### config.mk
export PLATFORM = sky130hd
export DESIGN_NAME = mux_scan_ctrl_flat
export DESIGN_NICKNAME = d
export VERILOG_FILES = /design/src/rtl/mux_scan_ctrl_pkg.sv /design/src/rtl/mux_scan_ctrl_if.sv /design/src/rtl/mux_scan_next.sv /design/src/rtl/mux_scan_ctrl.sv /design/src/flat_wrapper.sv
export SDC_FILE = /design/constraint.sdc
export NUM_CORES = 1
export LEC_CHECK = 0
export CAP_MARGIN = 25
export CORE_MARGIN = 2
export CORE_UTILIZATION = 40
export DETAILED_ROUTE_END_ITERATION = 10
export PLACE_DENSITY = 0.71
export SETUP_SLACK_MARGIN = 0.1
export SLEW_MARGIN = 25
export SYNTH_ARGS = -nofsm -noshare
export SYNTH_HDL_FRONTEND = slang
export SYNTH_SLANG_ARGS = --single-unit
### constraint.sdc
create_clock -name clk -period 2.18 [get_ports clk]
set_input_delay 0.436 -clock clk [delete_from_list [all_inputs] [get_ports clk]]
set_output_delay 0.436 -clock clk [all_outputs]
set_load 0.02 [all_outputs]
### src/rtl/mux_scan_ctrl_pkg.sv
// Shared definitions for the mux scan sequencer: state encoding, reset snapshot
// and the channel-to-select mapping of the downstream 4:1 mux.
package mux_scan_ctrl_pkg;

    typedef enum logic [1:0] {
        StIdle   = 2'd0,
        StSelect = 2'd1,
        StEnable = 2'd2,
        StDone   = 2'd3
    } state_e;

    localparam logic [3:0] SnapReset = 4'b1111;

    // The mux decodes its channel as {C[0],C[1]}, so the bits are swapped on the way out.
    function automatic logic [1:0] ch_to_c(input logic [1:0] ch);
        return {ch[0], ch[1]};
    endfunction

endpackage

### src/rtl/mux_scan_ctrl_if.sv
// Control/data bundle between the scan sequencer (slave) and its environment (master).
interface mux_scan_ctrl_if;
    logic       start;
    logic       abort;
    logic [3:0] ch_mask;
    logic       mux_g;
    logic [1:0] mux_c;
    logic       mux_y;
    logic [3:0] data;
    logic       busy;
    logic       done;

    modport slave (
        input  start, abort, ch_mask, mux_y,
        output mux_g, mux_c, data, busy, done
    );

    modport master (
        output start, abort, ch_mask, mux_y,
        input  mux_g, mux_c, data, busy, done
    );
endinterface

### src/rtl/mux_scan_next.sv
// Priority finder: lowest set mask bit above the current channel, or from
// channel 0 inclusive when from_zero is set.
module mux_scan_next (
    input  logic [3:0] mask,
    input  logic [1:0] cur,
    input  logic       from_zero,
    output logic [1:0] nxt,
    output logic       none
);
    always_comb begin
        nxt  = 2'd0;
        none = 1'b1;
        // Descending walk so the lowest qualifying channel is the one left standing.
        for (int k = 3; k >= 0; k--) begin
            if (mask[k] && (from_zero || (k > int'(cur)))) begin
                nxt  = 2'(k);
                none = 1'b0;
            end
        end
    end
endmodule

### src/rtl/mux_scan_ctrl.sv
// Scan sequencer for a 4:1 active-low-enable mux: break-before-make select,
// settle, sample, and atomic commit of a 4-bit snapshot.
module mux_scan_ctrl
    import mux_scan_ctrl_pkg::*;
#(
    parameter int unsigned SETTLE_CYC = 2
) (
    input logic                  clk,
    input logic                  rst,
    mux_scan_ctrl_if.slave       bus
);

    state_e     state_q, state_d;
    logic [1:0] ch_q, ch_d;
    logic [3:0] cnt_q, cnt_d;
    logic [3:0] mask_q, mask_d;
    logic [3:0] shadow_q, shadow_d;
    logic [3:0] data_q, data_d;
    logic       g_q, g_d;
    logic [1:0] c_q, c_d;
    logic       busy_q, busy_d;
    logic       done_q, done_d;

    logic [3:0] find_mask;
    logic       find_from_zero;
    logic [1:0] find_nxt;
    logic       find_none;

    localparam logic [3:0] CntLast = 4'(SETTLE_CYC - 1);

    mux_scan_next u_next (
        .mask      (find_mask),
        .cur       (ch_q),
        .from_zero (find_from_zero),
        .nxt       (find_nxt),
        .none      (find_none)
    );

    always_comb begin
        state_d        = state_q;
        ch_d           = ch_q;
        cnt_d          = cnt_q;
        mask_d         = mask_q;
        shadow_d       = shadow_q;
        data_d         = data_q;
        find_mask      = mask_q;
        find_from_zero = 1'b0;

        unique case (state_q)
            StIdle: begin
                find_mask      = bus.ch_mask;
                find_from_zero = 1'b1;
                if (bus.start) begin
                    mask_d   = bus.ch_mask;
                    shadow_d = SnapReset;
                    cnt_d    = 4'd0;
                    if (find_none) begin
                        state_d = StDone;
                    end else begin
                        state_d = StSelect;
                        ch_d    = find_nxt;
                    end
                end
            end
            StSelect: begin
                cnt_d   = 4'd0;
                state_d = bus.abort ? StIdle : StEnable;
            end
            StEnable: begin
                if (bus.abort) begin
                    state_d = StIdle;
                end else if (cnt_q == CntLast) begin
                    shadow_d[ch_q] = bus.mux_y;
                    if (find_none) begin
                        state_d = StDone;
                    end else begin
                        state_d = StSelect;
                        ch_d    = find_nxt;
                    end
                end else begin
                    cnt_d = cnt_q + 4'd1;
                end
            end
            StDone: begin
                state_d = StIdle;
            end
            default: state_d = StIdle;
        endcase

        if (state_d == StDone) begin
            data_d = shadow_d;
        end

        // Outputs are decoded from the next state so every port comes straight from a flop.
        g_d    = (state_d != StEnable);
        c_d    = ((state_d == StSelect) || (state_d == StEnable)) ? ch_to_c(ch_d) : 2'b00;
        busy_d = (state_d != StIdle);
        done_d = (state_d == StDone);
    end

    always_ff @(posedge clk) begin
        if (rst) begin
            state_q  <= StIdle;
            ch_q     <= 2'd0;
            cnt_q    <= 4'd0;
            mask_q   <= 4'd0;
            shadow_q <= SnapReset;
            data_q   <= SnapReset;
            g_q      <= 1'b1;
            c_q      <= 2'b00;
            busy_q   <= 1'b0;
            done_q   <= 1'b0;
        end else begin
            state_q  <= state_d;
            ch_q     <= ch_d;
            cnt_q    <= cnt_d;
            mask_q   <= mask_d;
            shadow_q <= shadow_d;
            data_q   <= data_d;
            g_q      <= g_d;
            c_q      <= c_d;
            busy_q   <= busy_d;
            done_q   <= done_d;
        end
    end

    assign bus.mux_g = g_q;
    assign bus.mux_c = c_q;
    assign bus.data  = data_q;
    assign bus.busy  = busy_q;
    assign bus.done  = done_q;

endmodule
### src/flat_wrapper.sv
// flat-port wrapper written by rule: the top's interface ports become plain ports
module mux_scan_ctrl_flat import mux_scan_ctrl_pkg::*;
#(
    parameter int unsigned SETTLE_CYC = 2
)
  (clk, rst, bus_start, bus_abort, bus_ch_mask, bus_mux_y, bus_mux_g, bus_mux_c, bus_data, bus_busy, bus_done);
  mux_scan_ctrl_if bus_i ();
  input logic clk;
  input logic rst;
  input wire logic [$bits(bus_i.start)-1:0] bus_start;
  input wire logic [$bits(bus_i.abort)-1:0] bus_abort;
  input wire logic [$bits(bus_i.ch_mask)-1:0] bus_ch_mask;
  input wire logic [$bits(bus_i.mux_y)-1:0] bus_mux_y;
  output wire logic [$bits(bus_i.mux_g)-1:0] bus_mux_g;
  output wire logic [$bits(bus_i.mux_c)-1:0] bus_mux_c;
  output wire logic [$bits(bus_i.data)-1:0] bus_data;
  output wire logic [$bits(bus_i.busy)-1:0] bus_busy;
  output wire logic [$bits(bus_i.done)-1:0] bus_done;
  assign bus_i.start = bus_start;
  assign bus_i.abort = bus_abort;
  assign bus_i.ch_mask = bus_ch_mask;
  assign bus_i.mux_y = bus_mux_y;
  assign bus_mux_g = bus_i.mux_g;
  assign bus_mux_c = bus_i.mux_c;
  assign bus_data = bus_i.data;
  assign bus_busy = bus_i.busy;
  assign bus_done = bus_i.done;
  mux_scan_ctrl #(.SETTLE_CYC(SETTLE_CYC)) u_core (.clk(clk), .rst(rst), .bus(bus_i));
endmodule
# Yosys cells after proc, flatten, opt, wreduce, memory -nomap -nowiden
# Index checks and enable logic that the tools add are counted.
[op_classes]
div = 0
n_lt_le_gt_ge = 5
addsub = 1
reduce_logical = 15
shift = 0
mux = 32
bitwise_logic = 1
n_mul = 0
n_eq_ne = 11
[op_table]
columns = ["cell", "n"]
rows = [
  ["4-bit 2-to-1 mux", 7],
  ["2-bit 2-to-1 mux", 13],
  ["4-bit one-hot mux with 3 select lines", 1],
  ["2-bit equality test (second input constant)", 4],
  ["2-bit inequality test (second input constant)", 4],
  ["2-bit one-hot mux with 4 select lines", 1],
  ["4-bit one-hot mux with 2 select lines", 1],
  ["1-bit 2-to-1 mux", 6],
  ["1-bit logical AND", 5],
  ["4-bit by 1-bit adder with 4-bit output (second input constant)", 1],
  ["4-bit bitwise mux", 1],
  ["2-bit by 1-bit equality test with 1-bit output (second input constant)", 2],
  ["4-bit by 1-bit equality test with 1-bit output (second input constant)", 1],
  ["2-bit greater-than comparator (first input constant)", 2],
  ["1-bit logical OR", 4],
  ["2-bit one-hot mux with 2 select lines", 1],
  ["4-bit AND reduction", 1],
  ["2-bit by 3-bit less-than comparator with 1-bit output (second input constant)", 1],
  ["3-bit nonzero test", 1],
  ["1-bit demux with 2-bit select", 1],
  ["2-bit by 1-bit >= comparator with 1-bit output (second input constant)", 1],
  ["1-bit by 2-bit greater-than comparator with 1-bit output (first input constant)", 1],
  ["2-bit zero test", 1],
  ["2-bit AND reduction", 1],
  ["other kinds (3)", 3],
]
[word_totals]
n_memories = 0
inputBits = 9
ram_bits = 0
reg_bits = 25
latchBits = 0
elab_cells = 75
rom_bits = 0

# Logic depth before layout (Yosys ltp)
[logic_depth]
ltp_word = 16
depth_mapped = 9

# Cells and area by module
# A second synthesis with hierarchy kept.
[hier_totals]
hier_cells = 143
area_unflattened_um2 = 1303.8
[modules_own_cells]
columns = ["module", "area_each_um2", "instances", "cells_per_inst"]
rows = [
  ["mux_scan_ctrl", 1217.4, 1, 128],
  ["mux_scan_next", 86.3, 1, 15],
]

# Worst setup path before layout
# Ideal clock, no wire load.
[synth_path]
path_kind = "register -> register"
startpoint = "register u_core.cnt_q[0]"
endpoint = "register u_core.data_q[0], in the netlist u_core.bus.data[0]"
required_ns = 2.110
t_arrival_ns = 1.922
period_less_slack_ns = 1.992
setup_slack_ns = 0.188
n_path_buf = 0
setup_ns = 0.070
stages_incl_launch_ff = 9
cell_sequence = "dfxtp_1 ha_1 nor3b_2 o21ai_0 a221oi_1 inv_1 ha_1 nor3b_1 a21oi_1"
[synth_via]
elab_chain_len = 5
elab_cells_between_ends = 8
classes_between = "2 x eq/ne; 6 x mux"
[synth_rtl]
columns = ["element", "line_no", "rtl"]
rows = [
  ["start, declared", "mux_scan_ctrl.sv:15", "logic [3:0] cnt_q, cnt_d;"],
  ["start signal, assigned", "mux_scan_ctrl.sv:116", "cnt_q <= cnt_d;"],
  ["4-bit by 1-bit equality test with 1-bit output", "mux_scan_ctrl.sv:72", "end else if (cnt_q == CntLast) begin"],
  ["2-bit 2-to-1 mux", "mux_scan_ctrl.sv:72", ""],
  ["2-bit 2-to-1 mux", "mux_scan_ctrl.sv:70", "if (bus.abort) begin"],
  ["2-bit one-hot mux with 4 select lines", "mux_scan_ctrl.sv:49", "unique case (state_q)"],
  ["named net u_core.state_d[1]", "mux_scan_ctrl.sv:13", "state_e state_q, state_d;"],
  ["2-bit equality test", "mux_scan_ctrl.sv:90", "if (state_d == StDone) begin"],
  ["end signal, assigned", "mux_scan_ctrl.sv:108", "data_q <= SnapReset;"],
  ["end signal, assigned", "mux_scan_ctrl.sv:119", "data_q <= data_d;"],
  ["end, declared", "mux_scan_ctrl.sv:18", "logic [3:0] data_q, data_d;"],
]
# The timed path passes the listed nets, and every way through them passes these cells.
# A chain may end at the register's enable or synchronous reset.

# Final worst setup path
[layout_path]
startpoint = "register u_core.cnt_q[1]"
endpoint = "register u_core.data_q[2], in the netlist u_core.bus.data[2]"
# The elaborated chain is that of the path after synthesis.

==> impl_metrics.json <==
{
  "wirelength_mm": 2.50,
  "synthXorXnorAreaFrac_pct": 1.47,
  "postLayoutCoreUtil_pct": 55.3,
  "critPathLaunchType": "flip-flop",
  "nets": 184,
  "coreArea_sq_um": 2780,
  "ios": 18,
  "grt_pass1_wl_mm": 4.27,
  "n_antenna_cell": 0,
  "fin_area_sq_um": 1540,
  "cts_tree": "built",
  "critical_path_class": "reg2reg",
  "skew_ps": 3.20,
  "grt-ovfl-total": 0,
  "period_share_pct": 92.2,
  "critPathTopFamily": "compound AO/OA/AOI/OAI gates",
  "drc": 0,
  "pwr_density_cell_nw_per_um2": 520,
  "crit_path_max_fanout": 4,
  "layout-drive-gt1-share_pct": 20.4,
  "multi_input_area_sq_um": 684,
  "syn-cell-area_sq_um": 1190,
  "synth_area_per_cell_sq_um": 8.74,
  "cp-end-kind": "flip-flop",
  "cts_root_buf": "clkbuf_4",
  "pwr-share-comb_pct": 17.5,
  "synth_edf_count": 0,
  "antenna_found_initial": 0,
  "htreeDepth": 1,
  "synth_top_area_share_pct": 40.4,
  "grt_max_degree": 15,
  "seqPwrFrac_pct": 58.0,
  "cp_cell_sequence": "inv_1 > ha_1 > nor3b_4 > o21ai_1 > a221oi_2 > inv_1 > ha_1 > buf_4 > nor3_1 > a21oi_1",
  "syn_inst": 136,
  "vias": 1051,
  "worstHoldPathType": "reg2reg",
  "portBuffers": 17,
  "p_int_mw": 0.587,
  "maxCapViolCount": 0,
  "max_freq_mhz": 498,
  "syn_nets": 151,
  "worst_slew_pin_slew_ps": 556,
  "yosysUniqueCellTypes": 37,
  "synth_compound_area_share_pct": 13.8,
  "die_area_sq_um": 3420,
  "cts_made_buffers": 3,
  "outcome": "completed",
  "seq_area_frac_synth_pct": 40.4,
  "finalSetupViolations": 0,
  "cp.arrival_ps": 2220,
  "first_pass_iters": 4,
  "relSlewSlack_pct": 62.8,
  "synth.area.top_cells": "dfxtp_1 40%, ha_1 6.3%, a21oi_1 5.5%, nor2_1 5.4%, nand2_1 4.7%",
  "place_area_sq_um": 1470,
  "seq_area_sq_um": 487,
  "synth_mux_area_share_pct": 4.21,
  "dominantRegCellSynth": "dfxtp_1",
  "fin_crit_ps": 2010,
  "track_usage_pct": 16.4,
  "rows": 19,
  "drv_slew": 0,
  "clockPowerShare_pct": 24.5,
  "synth_warnings": 0,
  "wl_per_cell_um": 12.6,
  "area.growth.synth_to_final_pct": 29.4,
  "rsz0062_at_grt": "yes",
  "synth_top_family_by_area": "simple AND/OR/NAND/NOR gates",
  "stdcell_count": 198,
  "grt_pass1_vias": 1026,
  "synth-async-reset-ratio_pct": 0,
  "crit_required_ps": 2390,
  "path_buf_inv": 3,
  "drtIter0Drc": 29,
  "hpwl_mm": 1.92,
  "cts_buffer_depth": 2,
  "p_leak_nw": 0.624,
  "start_util_pct": 42.7,
  "swShare_pct": 26.6,
  "clk_pin_slew_ps": 130,
  "fillers": 270,
  "critPathSlowestCell": "dfxtp_2",
  "hold_viol_final": 0,
  "cpPeakStageDelay_ps": 350,
  "synth_simple_gate_area_share_pct": 29.9,
  "synth_fa_ha_area_share_pct": 6.32,
  "via_per_inst": 5.31,
  "synth_top_cell_by_area": "dfxtp_1",
  "p_switching_mw": 0.212,
  "cts_sinks": 24,
  "postRouteAntennaNets": 0,
  "clk_latency_ps": 320,
  "gp_congestion": 0.931,
  "yosys_register_bits": 24,
  "peakVddDrop_uv": 347,
  "place_inst": 193,
  "die_h_um": 58.5,
  "die_width_um": 58.5
}
[worst min-delay path: stages, from the launching register on]
cell and delay [ps]:
dfxtp_1 340, nand2_1 60, a21oi_1 60
[synth_stat cells (5+ instances only)]
library cell / count
nand2b_1: 6
dfxtp_1: 24
nor3_1: 6
nand2_1: 15
mux2i_1: 5
a21oi_1: 13
nor2_1: 17
ha_1: 6
inv_1: 6
[timing repair]
action                                  CTS  global route
endpoints found under the setup margin    4             4
gates cloned                              0             0
pin swaps                                 0             1
hold buffers                              0             0
buffers inserted                          0             2
resized for setup                         2             7
[per-layer routing]
layer	part of all wire (%)	wire length (um)	track usage (%)
met5	0	0	0
met4	3.5	88	9.30
met3	4.2	105	2.64
met2	48	1190	26.8
met1	44	1110	20.3
[cell type report]
class	count	area share [%]
multi-input combinational	102	44.5
sequential	24	31.7
timing repair buffer	32	18.4
tap	31	2.52
clock buffer	3	1.46
inverter	6	1.46
[power groups by stage]
stage | clock network, mW | logic (mW) | registers (mW)
after global routing | 0.219 | 0.154 | 0.466
final | 0.196 | 0.140 | 0.464
after CTS | 0.201 | 0.135 | 0.465
after global placement | 0 | 0.131 | 0.474
after floorplan | 0 | 0.0749 | 0.472
after detailed placement | 0 | 0.133 | 0.474
[per-stage QoR]
stage / power, mW / hold WS [ps] / setup TNS [ps] / setup WS (ps)
2_1_floorplan: 0.547 / 435 / 0 / 188
3_3_place_gp: 0.605 / 459 / -447 / -116
3_5_place_dp: 0.608 / 467 / -633 / -167
4_1_cts: 0.801 / 490 / 0 / 100
5_1_grt: 0.838 / 507 / 0 / 53.4
6_report: 0.799 / 489 / 0 / 171
[final timing paths]
kind,slack [ps],start,end,cells past startpoint
max,170,u_core.cnt_q[1]$_SDFFE_PP0P_,u_core.bus.data[2]$_SDFFE_PP1N_,10
min,490,u_core.mask_q[3]$_SDFFE_PP0P_,u_core.mask_q[3]$_SDFFE_PP0P_,2
min reg2reg,490,u_core.mask_q[3]$_SDFFE_PP0P_,u_core.mask_q[3]$_SDFFE_PP0P_,2
max reg2reg,170,u_core.cnt_q[1]$_SDFFE_PP0P_,u_core.bus.data[2]$_SDFFE_PP1N_,10
[cell usage in the layout (no fill, tap or decap), types with 2 or more instances in the layout]
cell	Yosys	final
or3_1	2	2
a21boi_0	2	2
nor2_1	17	17
nor3b_4	1	2
clkbuf_4	0	3
nand2_1	15	15
buf_4	0	15
nand2_2	2	2
xor2_1	2	2
dfxtp_2	0	2
a21oi_1	13	13
inv_1	6	6
o22ai_1	2	2
nand2b_1	6	6
nor3_1	6	4
nor3_2	0	2
mux2i_1	5	5
ha_1	6	6
nor3b_1	2	2
and2_1	2	2
dfxtp_1	24	21
nand3_1	2	2
clkdlybuf4s50_1	0	17
[cell families (layout without fill, tap and decap cells)]
family,after synthesis,in the layout
compound gates,25,25
xor+xnor,2,2
fa+ha+maj,6,6
buf+inv,10,41
flops,24,24
mux,5,5
simple gates,64,64
[state kept, by name, summed over array words and instances (netlist names)]
| register | count |
|---|---|
| u_core.state_q | 2 |
| u_core.cnt_q | 4 |
| u_core.bus.mux_g | 1 |
| u_core.bus.mux_c | 2 |
| u_core.bus.busy | 1 |
| u_core.bus.done | 1 |
| u_core.bus.data | 4 |
| u_core.mask_q | 3 |
| u_core.shadow_q | 4 |
| u_core.ch_q | 2 |
Note: power is estimated with default switching activity, not from simulation.
